--- src/rtl/vdbg_capture_ctrl.sv ---
`default_nettype none
// ============================================================================
// Module   : vdbg_capture_ctrl
// Purpose  : Capture/readout controller for the video debug capture FIFO.
//            Arms on a software pulse, waits for start-of-frame (optionally
//            qualified by a masked data trigger), then writes a programmed
//            number of 32-bit video beats into the FIFO. Independently pops
//            single words for register reads.
// Config   : define VDBG_CAP_TRIGGER_EN to qualify the SOF beat with
//            ((vid_data ^ trig_value) & trig_mask) == 0.
// Ports    : clk, rst (sync, active-high)
//            arm, abort, cap_len      - software control
//            trig_mask, trig_value    - trigger compare (optional feature)
//            vid_data/valid/sof       - video tap
//            fifo_din/we/clr/oe       - FIFO control (owned here)
//            fifo_full/empty/dout     - FIFO status and read data
//            rd_req, rd_data/valid    - register read port
//            busy, done, overflow, word_cnt - status
// Revision : 1.0 - initial release
// ============================================================================
module vdbg_capture_ctrl #(
  parameter int LEN_W = 16
) (
  input  logic             clk,
  input  logic             rst,
  input  logic             arm,
  input  logic             abort,
  input  logic [LEN_W-1:0] cap_len,
  input  logic [31:0]      trig_mask,
  input  logic [31:0]      trig_value,
  input  logic [31:0]      vid_data,
  input  logic             vid_valid,
  input  logic             vid_sof,
  output logic [31:0]      fifo_din,
  output logic             fifo_we,
  output logic             fifo_clr,
  input  logic             fifo_full,
  input  logic             fifo_empty,
  output logic             fifo_oe,
  input  logic [31:0]      fifo_dout,
  input  logic             rd_req,
  output logic [31:0]      rd_data,
  output logic             rd_valid,
  output logic             busy,
  output logic             done,
  output logic             overflow,
  output logic [LEN_W-1:0] word_cnt
);

  localparam logic [31:0] C_EMPTY_WORD = 32'hDEAD_0000;

  typedef enum logic [1:0] {
    ST_IDLE    = 2'd0,
    ST_ARMED   = 2'd1,
    ST_CAPTURE = 2'd2,
    ST_DONE    = 2'd3
  } state_t;

  state_t           r_state;
  state_t           w_next_state;
  logic [LEN_W-1:0] r_cap_len;
  logic [LEN_W-1:0] r_word_cnt;
  logic             r_overflow;
  logic [31:0]      r_fifo_din;
  logic             r_fifo_we;
  logic             r_fifo_clr;
  logic             r_rd_valid;
  logic             r_rd_popped;
  logic [31:0]      r_rd_hold;

  logic             w_busy;
  logic             w_arm_ok;
  logic             w_abort_ok;
  logic             w_trig_ok;
  logic             w_beat;
  logic             w_write;
  logic             w_drop;
  logic             w_pop;
  logic [LEN_W-1:0] w_cnt_inc;
  logic [31:0]      w_rd_word;

`ifdef VDBG_CAP_TRIGGER_EN
  assign w_trig_ok = (((vid_data ^ trig_value) & trig_mask) == 32'h0);
`else
  // Trigger inputs are part of the fixed port list but have no function here.
  logic w_unused_trig;
  assign w_unused_trig = ^{trig_mask, trig_value};
  assign w_trig_ok     = 1'b1;
`endif

  assign w_busy     = (r_state == ST_ARMED) || (r_state == ST_CAPTURE);
  // arm only counts when not busy; abort only when busy, so they never collide.
  assign w_arm_ok   = arm & ~w_busy;
  assign w_abort_ok = abort & w_busy;
  assign w_cnt_inc  = r_word_cnt + LEN_W'(1);

  // A beat is consumed either as the triggering SOF beat in ARMED or as any
  // valid beat in CAPTURE. An abort in the same cycle discards the beat.
  assign w_beat  = ~w_abort_ok & vid_valid &
                   (((r_state == ST_ARMED) & vid_sof & w_trig_ok) |
                    (r_state == ST_CAPTURE));
  assign w_write = w_beat & ~fifo_full;
  assign w_drop  = w_beat & fifo_full;

  // Pop is suppressed while the FIFO is being cleared: the word would vanish.
  assign w_pop   = rd_req & ~fifo_empty & ~r_fifo_clr & ~rst;

  always_comb begin
    w_next_state = r_state;
    if (w_arm_ok) begin
      w_next_state = (cap_len == '0) ? ST_DONE : ST_ARMED;
    end else if (w_abort_ok || w_drop) begin
      w_next_state = ST_DONE;
    end else if (w_write) begin
      w_next_state = (w_cnt_inc == r_cap_len) ? ST_DONE : ST_CAPTURE;
    end
  end

  always_ff @(posedge clk) begin
    if (rst) begin
      r_state     <= ST_IDLE;
      r_cap_len   <= '0;
      r_word_cnt  <= '0;
      r_overflow  <= 1'b0;
      r_fifo_din  <= '0;
      r_fifo_we   <= 1'b0;
      r_fifo_clr  <= 1'b0;
      r_rd_valid  <= 1'b0;
      r_rd_popped <= 1'b0;
      r_rd_hold   <= '0;
    end else begin
      r_state     <= w_next_state;
      r_fifo_we   <= w_write;
      r_fifo_clr  <= w_arm_ok;
      r_rd_valid  <= rd_req;
      r_rd_popped <= w_pop;
      if (r_rd_valid) begin
        r_rd_hold <= w_rd_word;
      end
      if (w_arm_ok) begin
        r_cap_len  <= cap_len;
        r_word_cnt <= '0;
        r_overflow <= 1'b0;
      end
      if (w_write) begin
        r_fifo_din <= vid_data;
        r_word_cnt <= w_cnt_inc;
      end
      if (w_drop) begin
        r_overflow <= 1'b1;
      end
    end
  end

  // FIFO read data appears the cycle after the pop, so the returned word is
  // taken straight from fifo_dout in the rd_valid cycle and then held.
  assign w_rd_word = r_rd_popped ? fifo_dout : C_EMPTY_WORD;
  assign rd_data   = r_rd_valid ? w_rd_word : r_rd_hold;
  assign rd_valid  = r_rd_valid;

  assign fifo_oe   = w_pop;
  assign fifo_din  = r_fifo_din;
  assign fifo_we   = r_fifo_we;
  assign fifo_clr  = r_fifo_clr;
  assign busy      = w_busy;
  assign done      = (r_state == ST_DONE);
  assign overflow  = r_overflow;
  assign word_cnt  = r_word_cnt;

endmodule
`default_nettype wire
--- config.mk ---
export PLATFORM = sky130hd
export DESIGN_NAME = vdbg_capture_ctrl
export DESIGN_NICKNAME = d
export VERILOG_FILES = /design/src/rtl/vdbg_capture_ctrl.sv
export SDC_FILE = /design/constraint.sdc
export NUM_CORES = 1
export LEC_CHECK = 0
export ABC_AREA = 1
export ABC_CLOCK_PERIOD_IN_PS = 1850
export CORE_MARGIN = 2
export CORE_UTILIZATION = 36
export CTS_CLUSTER_DIAMETER = 50
export CTS_CLUSTER_SIZE = 40
export DETAILED_ROUTE_END_ITERATION = 16
export MAX_ROUTING_LAYER = met4
export PLACE_DENSITY = 0.74
export SLEW_MARGIN = 30
export SYNTH_ARGS = -nofsm -noshare
export SYNTH_HDL_FRONTEND = slang
export SYNTH_SLANG_ARGS = --single-unit
--- constraint.sdc ---
create_clock -name clk -period 1.85 [get_ports clk]
set_clock_uncertainty 0.1 [all_clocks]
set_input_delay 0.185 -clock clk [delete_from_list [all_inputs] [get_ports clk]]
set_output_delay 0.185 -clock clk [all_outputs]
set_load 0.05 [all_outputs]
==> Word level (Yosys, flattened, before mapping) <==
Index checks and enable logic that the tools add are counted.
{ "word_totals": {"register_bits": 103, "input_bits": 153, "out_inout_bits": 87, "word_cells": 49} }
{ "op_classes": {"n_addsub": 1, "n_eq_ne": 4, "n_mux": 11, "bitwise": 17, "n_reduce_logical": 6} }
{ "op_table": {"columns": ["cell", "count"], "rows": [
  ["$mux W32", 2],
  ["$mux W16", 2],
  ["$add A16 B1 Y16 const B", 1],
  ["$eq A16 B16 Y1", 1],
  ["$logic_not A16 Y1", 1],
  ["$and A1 B1 Y1", 10],
  ["$mux W2", 4],
  ["$not A1 Y1", 6],
  ["$eq A2 B2 Y1 const B", 2],
  ["$reduce_bool A2 Y1", 2],
  ["$mux W1", 3],
  ["$reduce_bool A3 Y1", 1],
  ["$eq A2 B1 Y1 const B", 1],
  ["$logic_or A1 B1 Y1", 2],
  ["$or A1 B1 Y1", 1]
]} }

==> Longest topological paths before layout <==
Gate-level depths: netlist (run 1).
{ "logic_depth": {"depth_word": 10, "depth_mapped": 12, "depth_no_buf": 12} }

==> Least setup slack after synthesis (run 1) <==
No wires, ideal clock.
{ "synth_path": {"path_kind": "register -> output", "startpoint": "reg r_fifo_clr (netlist: fifo_clr)", "endpoint": "out fifo_oe", "arrival_ps": 2071, "required_time_ps": 1565, "slack_ps": -506, "stages_incl_launch_ff": 2, "n_path_buf": 0, "cell_sequence": "dfxtp_1 nor4_1"} }
{ "synth_between": {"elab_chain_len": 3} }
{ "synth_lines": {"columns": ["item", "line_no", "rtl"], "rows": [
  ["start: declaration", "66", "logic r_fifo_clr;"],
  ["start signal: assignment", "134", "r_fifo_clr <= w_arm_ok;"],
  ["$not A1 Y1", "106", "assign w_pop = rd_req & ~fifo_empty & ~r_fifo_clr & ~rst;"],
  ["$and A1 B1 Y1 (2 in series)", "106", null],
  ["end: declaration", "39", "output logic fifo_oe,"]
]} }
Every way passes these cells.

==> Final worst setup path (run 1) <==
{ "layout_path": {"startpoint": "reg r_word_cnt[1] (netlist: word_cnt[1])", "endpoint": "reg r_state[0]"} }
{ "layout_between": {"elab_chain_len": 6} }
{ "layout_lines": {"columns": ["item", "line_no", "rtl"], "rows": [
  ["start: declaration", "62", "logic [LEN_W-1:0] r_word_cnt;"],
  ["start signal: assignment", "147", "r_word_cnt <= w_cnt_inc;"],
  ["$add A16 B1 Y16", "95", "assign w_cnt_inc = r_word_cnt + LEN_W'(1);"],
  ["$eq A16 B16 Y1", "115", "w_next_state = (w_cnt_inc == r_cap_len) ? ST_DONE : ST_CAPTURE;"],
  ["$mux W1", "115", null],
  ["$mux W2", "114", "end else if (w_write) begin"],
  ["$mux W2", "112", "end else if (w_abort_ok || w_drop) begin"],
  ["$mux W2", "110", "if (w_arm_ok) begin"],
  ["end signal: assignment", "132", "r_state <= w_next_state;"],
  ["end: declaration", "59", "state_t r_state;"]
]} }
Every way passes these cells. The select of a mux whose other input is x is not followed.
A chain may end at the register's enable or synchronous reset.

==> flow_summary.yaml, run 1 <==
timing:
  finalCritPeriodShare: 0.9716
  hold_viol: 0
  relSlewSlack: 0.6426
  rsz0062_at_grt: "yes"
  max_freq_mhz: 556.3
  setup_viol: 0
  worstMarginPinSlew_ps: 535.2
  period_minus_slack_ps: 1798
  hold_ws_ps: 271.9
  maxSlewViolCount: 0
drt:
  dr_wl_met3_um: 1045
  ant_nets: 0
  m1WireLength_um: 5778
  wirelength_um: 13480
  drtIter0Drc: 251
  vias: 4774
  firstDrtPassIters: 5
  drc: 0
  wl_met2_um: 6314
  top_layer: "met4"
  viasPerCell: 4.694
  wl_per_cell_um: 13.25
synth:
  synth_warnings: 0
  yosysTopAreaCellShare: 0.4475
  synth_commonest_cells: "nand2_1 (156), inv_1 (107), dfxtp_1 (103)"
  ys_seq_area_frac: 0.4475
  synth_top_family_by_area: "simple AND/OR/NAND/NOR gates"
  netlist_top_cells_area: "dfxtp_1 (45%), nand2_1 (13%), inv_1 (8.7%), a21oi_1 (6.5%), nand3_1 (4.7%)"
  postSynthCellCount: 652
  synth-async-reset-ratio: 0
  synth_most_common_cell: "nand2_1"
  synth_fa_ha_area_frac: 0.01086
  syn_nets: 809
  synth_edf_count: 0
  muxShareOfSynthArea: 0
  synthSimpleGateAreaFrac: 0.2731
  syn_area_um2: 4608
  ys_ff_latch: 103
  synth_top_cell_by_area: "dfxtp_1"
  synth_xor_area_frac: 0.008689
  synth.distinct_cells: 30
  syn_area_per_cell_um2: 7.068
  ys.flop_type: "dfxtp_1"
  synth_compound_area_frac: 0.1447
final_layout:
  multiInputGateArea_um2: 2158
  register_area_um2: 2077
  antenna_cells: 0
  nets: 997
  final_layout_size_suffix_gt1_frac: 0.1799
  area_growth_pct: 59.79
  fillCellCount: 1173
worst_setup_path:
  crit_required_ps: 2030
  crit_type: "register to register"
  critPathCaptureType: "register"
  arrival_ps: 1980
  cp_max_fo: 7
  r2r_cells: 11
  worst_setup_path_start_kind: "register"
grt:
  grt_pass1_wl_um: 20000
  grt_max_degree: 38
  track_usage: 0.1938
  antenna_found_initial: 0
  grt_pass1_vias: 4163
  grt-ovfl-total: 0
pwr:
  intPower_mw: 4.309
  vdd_drop_max_mv: 0.7320
  leakagePower_nw: 2.924
  p_total_mw: 6.572
  switchingPower_mw: 2.263
  p_per_area_nw_per_um2: 892.6
  switching_share: 0.3443
  power_frac_seq: 0.389
  comb_power_share: 0.333
  clkPwrFrac: 0.278
cts:
  clock_sinks: 103
  cts.reportedPaths.clkPinSlew_ps: 70
  holdBufCountCts: 0
  clk_latency_ps: 360
  htreeDepth: 3
  cts_made_buffers: 9
  clockBufferDepth: 2
  cts-root-buf: "clkbuf_16"
  cts_tree: "yes"
worst_hold_path:
  hold_path_depth: 3
  hp-class: "primary input to register"
floorplanning:
  dieHeight_um: 117.1
  pin_count: 240
  start_util: 0.3667
  num_rows: 41
  die_area_um2: 13720
  fp.dieW_um: 117.1
  coreArea_um2: 12570
outcome:
  status: "finished clean"
flow_run:
  maxCapViolCount: 0
placement:
  finalWeightedCongestion: 0.8326
  io_buffers: 175
  dpl.hpwl_um: 9647
==> cells by family after synthesis <==
logic type | count (synthesis)
AND/OR/NAND/NOR | 287
flip-flops | 103
buffers and inverters | 138
AO/OA/AOI/OAI | 117
XOR/XNOR | 3
adder cells (fa/ha/maj) | 4
==> power groups by stage <==
stage	sequential [mW]	clock [mW]	combinational (mW)
floorplan	2.81	0	0.966
detailed placement	2.59	0	2.08
global route	2.58	1.96	2.37
finish	2.56	1.82	2.19
global placement	2.59	0	2.07
CTS	2.54	1.88	2.08
==> layout by cell type, fill, tap and decap left out, drive strengths merged, types with 3 or more instances in the layout <==
cell | Yosys | final
nor4 | 6 | 6
a21oi | 60 | 60
and2 | 11 | 11
dlygate4sd2 | 0 | 3
clkdlybuf4s50 | 0 | 120
o22ai | 21 | 21
nor2 | 53 | 53
clkinv | 0 | 4
nand2 | 158 | 158
inv | 108 | 108
dfxtp | 103 | 103
o21ai | 22 | 22
nand4 | 12 | 12
ha | 4 | 4
buf | 8 | 83
nand3 | 44 | 44
clkbuf | 22 | 10
o22a | 11 | 11
==> stage by stage <==
stage / cells / setup slack, ps / cell area (um^2) / util / setup TNS [ps]
floorplan: 652 / -333.9 / 4648 / - / -12080
global placement: 997 / 26.70 / 6920 / 0.5506 / 0
detailed placement: 997 / -79.25 / 6920 / 0.5506 / -79.25
CTS: 1013 / -58.17 / 7204 / 0.5732 / -58.17
global route: 1017 / -85.40 / 7363 / 0.5859 / -124.8
finish: 1017 / 52.48 / 7363 / 0.5859 / 0
==> final timing paths <==
path | from | endpoint | slack, ps
setup reg to reg | word_cnt[1] | r_state[0] | 50
hold reg to reg | fifo_din[16] | fifo_din[16] | 360
hold / removal | rst | r_rd_hold[5] | 270
setup / recovery | word_cnt[1] | r_state[0] | 50
==> cell type report <==
cell class                 instances  area share
inverter                         108     0.05506
clock buffer                      10     0.03246
sequential                       103      0.2821
clock inverter                     6    0.006287
multi-input combinational        411      0.2931
timing repair buffer             207      0.3018
tap                              172     0.02923
==> critical path, cell delays in order, from the launching register on <==
cell,delay [ps]
dfxtp_2,360
ha_4,170
nand2_2,80
nor2_4,240
nand3_1,110
nand2_1,90
nand2_1,70
nand2_1,60
nand2_1,70
nor2_4,130
nand3_2,100
o21ai_2,150
==> layer usage <==
metal	vias up	global-route usage
li1	2453	-
met3	29	0.05922
met1	2128	0.2400
met5	-	-
met2	164	0.2946
met4	0	0.07843
==> repair_timing <==
| action | 4_1_cts | 5_1_grt |
|---|---|---|
| endpoints found under the setup margin | 4 | 51 |
| setup buffers | 0 | 4 |
| gates resized for setup | 4 | 37 |
| cloned | 0 | 0 |
| pin swaps | 0 | 16 |
==> state kept, by name (all words and copies together) (netlist names) <==
signal	flops
fifo_clr	1
fifo_we	1
r_rd_hold	32
r_cap_len	16
overflow	1
word_cnt	16
rd_valid	1
r_state	2
r_rd_popped	1
fifo_din	32
Power figures use the tool's default switching activity.
==> run 2: changes to the inputs <==
--- a/config.mk
+++ b/config.mk
@@ -10,7 +10,7 @@
 export CORE_MARGIN = 2
 export CORE_UTILIZATION = 36
 export CTS_CLUSTER_DIAMETER = 50
-export CTS_CLUSTER_SIZE = 40
+export CTS_CLUSTER_SIZE = 30
 export DETAILED_ROUTE_END_ITERATION = 16
 export MAX_ROUTING_LAYER = met4
 export PLACE_DENSITY = 0.74
==> results of run 2 <==
Final layout, timing and power as in run 1 (identical DEF).
